## config.mk

```make
export PLATFORM = sky130hd
export DESIGN_NAME = wb2core_no_ifs_flat
export DESIGN_NICKNAME = d
export VERILOG_FILES = /design/src/rtl/wb2core_no_ifs_pkg.sv /design/src/rtl/wb2core_no_ifs_if.sv /design/src/rtl/wb2core_pend_tracker.sv /design/src/rtl/wb2core_no_ifs.sv /design/src/flat_wrapper.sv
export SDC_FILE = /design/constraint.sdc
export NUM_CORES = 1
export LEC_CHECK = 0
export BUFFER_PORTS_ARGS = -buffer_cell sky130_fd_sc_hd__buf_4
export CORE_MARGIN = 4
export CORE_UTILIZATION = 37
export CTS_CLUSTER_DIAMETER = 80
export DETAILED_ROUTE_END_ITERATION = 8
export GPL_TIMING_DRIVEN = 0
export PLACE_DENSITY = 0.85
export SLEW_MARGIN = 20
export SYNTH_ARGS = -nofsm -noshare
export SYNTH_HDL_FRONTEND = slang
export SYNTH_SLANG_ARGS = --single-unit
```

## constraint.sdc

```tcl
create_clock -name clk -period 3 [get_ports clk]
set_clock_uncertainty 0.1 [all_clocks]
set_input_delay 0.45 -clock clk [delete_from_list [all_inputs] [get_ports clk]]
set_output_delay 0.45 -clock clk [all_outputs]
set_load 0.03 [all_outputs]
```

## src/rtl/wb2core_no_ifs_pkg.sv

```systemverilog
// Shared Wishbone widths, the drain-state encoding and the pending-counter width helper.
package wb_pkg;
  localparam int WB_ADR_W = 28;
  localparam int WB_DAT_W = 32;
  localparam int WB_SEL_W = 4;

  typedef enum logic {RUN = 1'b0, DRAIN = 1'b1} drain_st_e;

  // Must hold 0..MAX_OUTSTANDING inclusive.
  function automatic int pend_cnt_w(input int max_out);
    return $clog2(max_out + 1);
  endfunction
endpackage

```

## src/rtl/wb2core_no_ifs_if.sv

```systemverilog
// Wishbone pipelined slave side plus Ibex-style device side of the bridge.
interface wb2core_no_ifs_if;
  import wb_pkg::*;

  logic                wb_cyc_i;
  logic                wb_stb_i;
  logic                wb_we_i;
  logic [WB_ADR_W-1:0] wb_adr_i;
  logic [WB_SEL_W-1:0] wb_sel_i;
  logic [WB_DAT_W-1:0] wb_dat_i;
  logic                wb_stall_o;
  logic                wb_ack_o;
  logic                wb_err_o;
  logic [WB_DAT_W-1:0] wb_dat_o;
  logic                dev_req_o;
  logic                dev_gnt_i;
  logic                dev_we_o;
  logic [WB_SEL_W-1:0] dev_be_o;
  logic [31:0]         dev_addr_o;
  logic [WB_DAT_W-1:0] dev_wdata_o;
  logic                dev_rvalid_i;
  logic                dev_err_i;
  logic [WB_DAT_W-1:0] dev_rdata_i;

  // The bridge itself.
  modport slave (
    input  wb_cyc_i, wb_stb_i, wb_we_i, wb_adr_i, wb_sel_i, wb_dat_i,
    output wb_stall_o, wb_ack_o, wb_err_o, wb_dat_o,
    output dev_req_o, dev_we_o, dev_be_o, dev_addr_o, dev_wdata_o,
    input  dev_gnt_i, dev_rvalid_i, dev_err_i, dev_rdata_i
  );

  // The Wishbone master together with the device it reaches.
  modport master (
    output wb_cyc_i, wb_stb_i, wb_we_i, wb_adr_i, wb_sel_i, wb_dat_i,
    input  wb_stall_o, wb_ack_o, wb_err_o, wb_dat_o,
    input  dev_req_o, dev_we_o, dev_be_o, dev_addr_o, dev_wdata_o,
    output dev_gnt_i, dev_rvalid_i, dev_err_i, dev_rdata_i
  );
endinterface

```

## src/rtl/wb2core_pend_tracker.sv

```systemverilog
// Outstanding-request counter and RUN/DRAIN flag for orphaned responses after an abort.
module wb2core_pend_tracker
  import wb_pkg::*;
#(
  parameter int MAX_OUTSTANDING = 2
) (
  input  logic clk,
  input  logic rst,
  input  logic accept,
  input  logic rvalid,
  input  logic cyc,
  output logic full,
  output logic abort_q,
  output logic pending_nz
);
  localparam int PW = pend_cnt_w(MAX_OUTSTANDING);

  logic [PW-1:0] pending, pending_d;
  drain_st_e     state_q, state_d;
  logic          dec;

  assign pending_nz = (pending != '0);
  // A response with nothing outstanding is a protocol violation and is dropped.
  assign dec        = rvalid & pending_nz;
  assign full       = (pending == PW'(MAX_OUTSTANDING));
  assign abort_q    = (state_q == DRAIN);

  always_comb begin
    pending_d = pending;
    if (accept & ~dec)      pending_d = pending + 1'b1;
    else if (dec & ~accept) pending_d = pending - 1'b1;
  end

  always_comb begin
    state_d = state_q;
    case (state_q)
      RUN:     if (!cyc && pending_d != '0) state_d = DRAIN;
      DRAIN:   if (pending_d == '0)         state_d = RUN;
      default: state_d = RUN;
    endcase
  end

  always_ff @(posedge clk) begin
    if (rst) begin
      pending <= '0;
      state_q <= RUN;
    end else begin
      pending <= pending_d;
      state_q <= state_d;
    end
  end
endmodule

```

## src/rtl/wb2core_no_ifs.sv

```systemverilog
// Wishbone pipelined slave driving an Ibex-style req/gnt/rvalid device port.
module wb2core_no_ifs
  import wb_pkg::*;
#(
  parameter int         MAX_OUTSTANDING = 2,
  parameter logic [1:0] ADDR_HI         = 2'b00
) (
  input logic             clk,
  input logic             rst,
  wb2core_no_ifs_if.slave bus
);
  logic                full, abort_q, pending_nz;
  logic                req, accept, fwd;
  logic                ack_q, err_q;
  logic [WB_DAT_W-1:0] dat_q;

  wb2core_pend_tracker #(.MAX_OUTSTANDING(MAX_OUTSTANDING)) u_trk (
    .clk        (clk),
    .rst        (rst),
    .accept     (accept),
    .rvalid     (bus.dev_rvalid_i),
    .cyc        (bus.wb_cyc_i),
    .full       (full),
    .abort_q    (abort_q),
    .pending_nz (pending_nz)
  );

  assign req    = bus.wb_cyc_i & bus.wb_stb_i & ~full & ~abort_q;
  assign accept = req & bus.dev_gnt_i;

  assign bus.dev_req_o   = req;
  assign bus.dev_we_o    = bus.wb_we_i;
  assign bus.dev_be_o    = bus.wb_sel_i;
  assign bus.dev_wdata_o = bus.wb_dat_i;
  assign bus.dev_addr_o  = {ADDR_HI, bus.wb_adr_i, 2'b00};
  assign bus.wb_stall_o  = full | abort_q | (bus.wb_cyc_i & bus.wb_stb_i & ~bus.dev_gnt_i);

  // Responses while draining, or once the master has dropped cyc, are swallowed.
  assign fwd = bus.dev_rvalid_i & pending_nz & bus.wb_cyc_i & ~abort_q;

  always_ff @(posedge clk) begin
    if (rst) begin
      ack_q <= 1'b0;
      err_q <= 1'b0;
      dat_q <= '0;
    end else begin
      ack_q <= fwd & ~bus.dev_err_i;
      err_q <= fwd & bus.dev_err_i;
      if (bus.dev_rvalid_i) dat_q <= bus.dev_rdata_i;
    end
  end

  assign bus.wb_ack_o = ack_q;
  assign bus.wb_err_o = err_q;
  assign bus.wb_dat_o = dat_q;
endmodule

```

## src/flat_wrapper.sv

```systemverilog
// flat-port wrapper written by rule: the top's interface ports become plain ports
module wb2core_no_ifs_flat import wb_pkg::*;
#(
  parameter int         MAX_OUTSTANDING = 2,
  parameter logic [1:0] ADDR_HI         = 2'b00
)
  (clk, rst, bus_wb_cyc_i, bus_wb_stb_i, bus_wb_we_i, bus_wb_adr_i, bus_wb_sel_i, bus_wb_dat_i, bus_wb_stall_o, bus_wb_ack_o, bus_wb_err_o, bus_wb_dat_o, bus_dev_req_o, bus_dev_we_o, bus_dev_be_o, bus_dev_addr_o, bus_dev_wdata_o, bus_dev_gnt_i, bus_dev_rvalid_i, bus_dev_err_i, bus_dev_rdata_i);
  wb2core_no_ifs_if bus_i ();
  input logic clk;
  input logic rst;
  input wire logic [$bits(bus_i.wb_cyc_i)-1:0] bus_wb_cyc_i;
  input wire logic [$bits(bus_i.wb_stb_i)-1:0] bus_wb_stb_i;
  input wire logic [$bits(bus_i.wb_we_i)-1:0] bus_wb_we_i;
  input wire logic [$bits(bus_i.wb_adr_i)-1:0] bus_wb_adr_i;
  input wire logic [$bits(bus_i.wb_sel_i)-1:0] bus_wb_sel_i;
  input wire logic [$bits(bus_i.wb_dat_i)-1:0] bus_wb_dat_i;
  output wire logic [$bits(bus_i.wb_stall_o)-1:0] bus_wb_stall_o;
  output wire logic [$bits(bus_i.wb_ack_o)-1:0] bus_wb_ack_o;
  output wire logic [$bits(bus_i.wb_err_o)-1:0] bus_wb_err_o;
  output wire logic [$bits(bus_i.wb_dat_o)-1:0] bus_wb_dat_o;
  output wire logic [$bits(bus_i.dev_req_o)-1:0] bus_dev_req_o;
  output wire logic [$bits(bus_i.dev_we_o)-1:0] bus_dev_we_o;
  output wire logic [$bits(bus_i.dev_be_o)-1:0] bus_dev_be_o;
  output wire logic [$bits(bus_i.dev_addr_o)-1:0] bus_dev_addr_o;
  output wire logic [$bits(bus_i.dev_wdata_o)-1:0] bus_dev_wdata_o;
  input wire logic [$bits(bus_i.dev_gnt_i)-1:0] bus_dev_gnt_i;
  input wire logic [$bits(bus_i.dev_rvalid_i)-1:0] bus_dev_rvalid_i;
  input wire logic [$bits(bus_i.dev_err_i)-1:0] bus_dev_err_i;
  input wire logic [$bits(bus_i.dev_rdata_i)-1:0] bus_dev_rdata_i;
  assign bus_i.wb_cyc_i = bus_wb_cyc_i;
  assign bus_i.wb_stb_i = bus_wb_stb_i;
  assign bus_i.wb_we_i = bus_wb_we_i;
  assign bus_i.wb_adr_i = bus_wb_adr_i;
  assign bus_i.wb_sel_i = bus_wb_sel_i;
  assign bus_i.wb_dat_i = bus_wb_dat_i;
  assign bus_wb_stall_o = bus_i.wb_stall_o;
  assign bus_wb_ack_o = bus_i.wb_ack_o;
  assign bus_wb_err_o = bus_i.wb_err_o;
  assign bus_wb_dat_o = bus_i.wb_dat_o;
  assign bus_dev_req_o = bus_i.dev_req_o;
  assign bus_dev_we_o = bus_i.dev_we_o;
  assign bus_dev_be_o = bus_i.dev_be_o;
  assign bus_dev_addr_o = bus_i.dev_addr_o;
  assign bus_dev_wdata_o = bus_i.dev_wdata_o;
  assign bus_i.dev_gnt_i = bus_dev_gnt_i;
  assign bus_i.dev_rvalid_i = bus_dev_rvalid_i;
  assign bus_i.dev_err_i = bus_dev_err_i;
  assign bus_i.dev_rdata_i = bus_dev_rdata_i;
  wb2core_no_ifs #(.MAX_OUTSTANDING(MAX_OUTSTANDING), .ADDR_HI(ADDR_HI)) u_core (.clk(clk), .rst(rst), .bus(bus_i));
endmodule
```

# Word-level counts from Yosys, hierarchy flattened
# Index checks and enable logic that the tools add are counted.
[word_totals] ff_bits=37 in_bits=104 output_inout_bits=105 elab_cells=38
[classes] add_sub_neg=2 eq_ne=1 n_mux=5 bitwise_logic=20 n_reduce_logical=5
[op_table] cell="$and A1 B1 Y1" count=12
[op_table] cell="$not A1 Y1" count=6
[op_table] cell="$mux W2" count=2
[op_table] cell="$reduce_bool A2 Y1" count=2
[op_table] cell="$add A2 B1 Y2 const B" count=1
[op_table] cell="$eq A2 B2 Y1 const B" count=1
[op_table] cell="$logic_not A2 Y1" count=1
[op_table] cell="$mux W1" count=2
[op_table] cell="$or A1 B1 Y1" count=2
[op_table] cell="$pmux W1 S2" count=1
[op_table] cell="$sub A2 B1 Y2 const B" count=1
[op_table] cell="$logic_and A1 B1 Y1" count=1
[op_table] cell="$logic_not A1 Y1" count=1

# Longest topological paths before layout
[logic_depth] depth_word=13 mapped_depth=7 ltp_nobuf=6

# By module
# A second synthesis with hierarchy kept.
[hier_totals] cells_unflattened=209 area_unflattened_um2=2037.0
[modules_own_cells] module="wb2core_no_ifs" instances=1 cells_each=185 area_per_inst_um2=1793.0 seq_area_each_um2=680.7
[modules_own_cells] module="wb2core_pend_tracker" instances=1 cells_each=24 area_per_inst_um2=244.0 seq_area_each_um2=60.1

# Least setup slack after synthesis
# OpenSTA, ideal clock, no wires.
[synth_timing] path_type="register to register" from="register u_core.u_trk.pending[0]" to="register u_core.u_trk.pending[1]" setup_time_ps=86 arrival_time_ps=1683 required_ps=2814 setup_slack_ps=1132 path_stages_with_launch=8 path_buffers=1 period_less_slack_ps=1868 path_cell_list="dfxtp_1 inv_1 ha_1 nor4bb_1 buf_4 nand2_4 maj3_2 a211oi_1"
[synth_via] elab_chain_cells=9 elab_cells_between_ends=15 cone_classes="add/sub: 2; eq/ne: 1; mux: 2; bitwise: 9; reduce/logical: 1"
[synth_rtl] element="start, declared" line_no="wb2core_pend_tracker.sv:18" text="logic [PW-1:0] pending, pending_d;"
[synth_rtl] element="start signal, assigned" line_no="wb2core_pend_tracker.sv:48" text="pending <= pending_d;"
[synth_rtl] element="$eq A2 B2 Y1 (*)" line_no="wb2core_pend_tracker.sv:25" text="assign full = (pending == PW'(MAX_OUTSTANDING));"
[synth_rtl] element="$not A1 Y1 (*)" line_no="wb2core_no_ifs.sv:28" text="assign req = bus.wb_cyc_i & bus.wb_stb_i & ~full & ~abort_q;"
[synth_rtl] element="$and A1 B1 Y1 (*) (2 in series)" line_no="wb2core_no_ifs.sv:28"
[synth_rtl] element="via bus_dev_req_o" line_no="flat_wrapper.sv:21" text="output wire logic [$bits(bus_i.dev_req_o)-1:0] bus_dev_req_o;"
[synth_rtl] element="$and A1 B1 Y1 (*)" line_no="wb2core_no_ifs.sv:29" text="assign accept = req & bus.dev_gnt_i;"
[synth_rtl] element="$not A1 Y1" line_no="wb2core_pend_tracker.sv:31" text="else if (dec & ~accept) pending_d = pending - 1'b1;"
[synth_rtl] element="$and A1 B1 Y1" line_no="wb2core_pend_tracker.sv:31"
[synth_rtl] element="$mux W2" line_no="wb2core_pend_tracker.sv:31"
[synth_rtl] element="$mux W2 (*)" line_no="wb2core_pend_tracker.sv:30" text="if (accept & ~dec) pending_d = pending + 1'b1;"
# Mark *: on every way through the listed nets, which the timed path passes. The rest lies on a longest branch.
# A chain may end at the register's enable or synchronous reset.

# Worst setup path in the final report
[layout_timing] from="register u_core.u_trk.pending[0]" to="output port bus_dev_req_o"
[layout_via] elab_chain_cells=4
[layout_rtl] element="$eq A2 B2 Y1" line_no="wb2core_pend_tracker.sv:25"
[layout_rtl] element="$not A1 Y1" line_no="wb2core_no_ifs.sv:28"
[layout_rtl] element="$and A1 B1 Y1 (2 in series)" line_no="wb2core_no_ifs.sv:28"
[layout_rtl] element="end, declared" line_no="flat_wrapper.sv:21"
# No other way between the ends.

==> flow_summary.ini <==
[run]
drv_cap = 0

[logic_synthesis]
synthDistinctLibCells = 27
synth.area.top_cells = dfxtp_1, buf_4, mux2i_1
synth_area_sq_um = 1940
yosysTopAreaCellShare_pct = 38.2
yosysTopAreaCell = dfxtp_1
avgSynthCellArea_sq_um = 9.36
syn_inst = 207
ys_seq_elements = 37
seq_area_frac_synth_pct = 38.2
yosysWarnings = 0

[clocking]
worstSkewPairLatency_ns = 0.28
cts.clk_slew.worst_paths_ns = 0.07
h-tree-depth = 2
clock_sinks = 37
cts_tree = yes
postCtsSetupBuffers = 0
cts_buffer_depth = 2
root_buffer = clkbuf_8
cts_buffers = 5
cts_resized = 0
holdBufCountCts = 0

[pwr]
seqPwrFrac_pct = 37.6
swShare_pct = 34.6
power.internal_mw = 0.975
p_comb_share_pct = 40.7
p_clk_share_pct = 21.7
leakagePower_nw = 1.71
power_density_nw_per_um2 = 473
peakVddDrop_mv = 0.295
p_switching_mw = 0.515

[min_path]
hold_class = in2reg
worstHoldStart = bus_dev_err_i

[timing]
hold_viol = 0
clock.fmax_mhz = 448
rsz0062_at_grt = false
fin_crit_ns = 2.23
finalSetupTns_ns = 0
finalSetupViolations = 0
timing.final.crit_share_pct = 74.4
slew_violations = 0

[worst_setup_path]
arrival_ns = 1.68
end_kind = output pin
critPathLaunch = u_core.u_trk.pending[0]
r2r-start = u_core.u_trk.pending[0]
path_depth = 5
crit_path_max_fanout = 6
start_kind = flip-flop
max_stage_delay_ns = 0.42
required_ns = 2.45
crit_buf_inv = 3
timing.critical_path.mode_cell = buf_4
crit_chain = inv_1 -> ha_1 -> nor4bb_1 -> buf_4 -> buf_4
cp_slowest_cell = dfxtp_1
reg2regPathDepth = 7
critPathTopFamily = buffers and inverters
worst-setup-path-type = reg2out
crit_end = bus_dev_req_o
reg2reg_to = u_core.u_trk.pending[1]
reg2reg_slack_ns = 1.00

[floorplanning]
die-area_sq_um = 6460
ios = 209
start_util_pct = 38.2
die_w_um = 80.4
core_sq_um = 5070
die_y_um = 80.4
rows = 26

[drt]
vias = 1797
firstDrtPassIters = 4
routedWlPerCell_um = 12.9
drt-total-wl_um = 5480
drc = 0
viasPerCell = 4.23
postRouteAntennaNets = 0
drt-initial-drc-count = 32

[layout]
insertedDiodeCount = 0
finalNonFillerCells = 425
area_growth_pct = 62.5
fillers = 471
drive_gt1_share_pct = 62.0
fin_nets = 460

[placed_design]
io_buffers = 137
place.gp.congestion = 0.688
place_inst = 417
hpwl_um = 4670

[grt]
antenna_found_initial = 0
grt_pass1_wl_um = 7690
grt_use_total_pct = 14.8
grt_max_degree = 12
overflow = 0
grt_pass1_vias = 1745

[outcome]
status = finished, final reports clean
[cells in the final DEF, fill, tap and decap left out]
| cell type | instances |
|---|---|
| buf_4 | 207 |
| dfxtp_1 | 37 |
| nor2_1 | 34 |
| mux2i_1 | 32 |
| clkbuf_8 | 5 |
| clkbuf_1 | 4 |
| conb_1 | 4 |
| buf_2 | 3 |
| nand2b_1 | 3 |
| inv_1 | 2 |
| buf_1 | 2 |
| a21oi_1 | 2 |
| xnor2_1 | 2 |
| ha_1 | 2 |
| clkinv_2 | 2 |
| nand2_1 | 1 |
| o21ai_0 | 1 |
| nor4bb_1 | 1 |
| nor2b_1 | 1 |
| nand2_4 | 1 |
| maj3_2 | 1 |
| a31oi_1 | 1 |
| nor3_1 | 1 |
| a211oi_1 | 1 |
| a211o_2 | 1 |
| nand4_1 | 1 |
| a311oi_1 | 1 |
| nor4b_1 | 1 |
| nor4_1 | 1 |
[synth_stat cells]
master    instances
dfxtp_1          37
a211o_2           1
nand2_4           1
inv_1             2
a31oi_1           1
nand2_1           1
o21ai_0           1
conb_1            1
mux2i_1          32
nor4bb_1          1
nor4_1            1
a21oi_1           2
a211oi_1          1
xnor2_1           2
nor2_1           34
a311oi_1          1
buf_2             3
ha_1              2
nor4b_1           1
clkbuf_1          3
nor3_1            1
maj3_2            1
nand2b_1          3
nor2b_1           1
buf_1             2
buf_4            70
nand4_1           1
[stage by stage]
step / instance area, sq um / worst slack [ns] / hold slack, ns / power, mW / util [%]
after global routing: 3150 / 0.674 / 0.231 / 1.59 / 62.0
final: 3150 / 0.767 / 0.234 / 1.49 / 62.0
after global placement: 3060 / 1.09 / 0.374 / 1.17 / 60.4
after floorplan: 1950 / 1.13 / 0.398 / 0.983 / -
after CTS: 3150 / 0.740 / 0.222 / 1.52 / 62.0
after detailed placement: 3060 / 1.01 / 0.382 / 1.18 / 60.4
[per-layer routing]
metal,wire length [um],track usage [%],vias up
li1,-,-,887
met1,1780,15.1,803
met5,0,0,-
met3,689,6.28,2
met4,13,2.53,0
met2,3000,28.2,105
[layout make-up]
class                   instances  area, sq um  area share (%)
plain buffers                  78          559            17.8
repair buffers                137         1030            32.7
clock inverters                 2         10.0           0.318
multi-input cells              93          641            20.4
well taps                      70         87.6            2.78
clock buffers                   6         72.6            2.31
flip-flops and latches         37          741            23.5
inverters                       2         7.51           0.239
[registers in the layout, indices dropped and copies added, names as in the netlist]
signal	count
u_core.bus.wb_ack_o	1
u_core.u_trk.pending	2
u_core.bus.wb_err_o	1
u_core.bus.wb_dat_o	32
u_core.u_trk.abort_q	1
[worst min path at each step]
stage                         endpoint  slack [ns]  cells after the start
6_report           u_core.bus.wb_ack_o        0.23                      2
5_1_grt            u_core.bus.wb_ack_o        0.23                      2
4_1_cts            u_core.bus.wb_ack_o        0.22                      2
3_5_place_dp   u_core.bus.wb_dat_o[10]        0.38                      2
3_3_place_gp   u_core.bus.wb_dat_o[17]        0.37                      2
2_1_floorplan     u_core.u_trk.abort_q        0.40                      2
[kinds of logic (layout without fill, tap and decap cells)]
| family | after synthesis | after routing | share of synthesized area (%) |
|---|---|---|---|
| buf+inv | 80 | 225 | 29.3 |
| simple gates | 45 | 45 | 10.5 |
| flops | 37 | 37 | 38.2 |
| mux | 32 | 32 | 16.5 |
| compound gates | 7 | 7 | 2.46 |
| fa+ha+maj | 3 | 3 | 1.87 |
| xor+xnor | 2 | 2 | 0.905 |
| other cells | 1 | 4 | 0.194 |
[power by group through the flow]
stage	Sequential, mW	Combinational (mW)	Clock (mW)
2_1_floorplan	0.621	0.362	0
3_3_place_gp	0.570	0.598	0
3_5_place_dp	0.572	0.612	0
4_1_cts	0.561	0.613	0.344
5_1_grt	0.566	0.656	0.363
6_report	0.560	0.606	0.324
(Power assumes the default switching activity.)
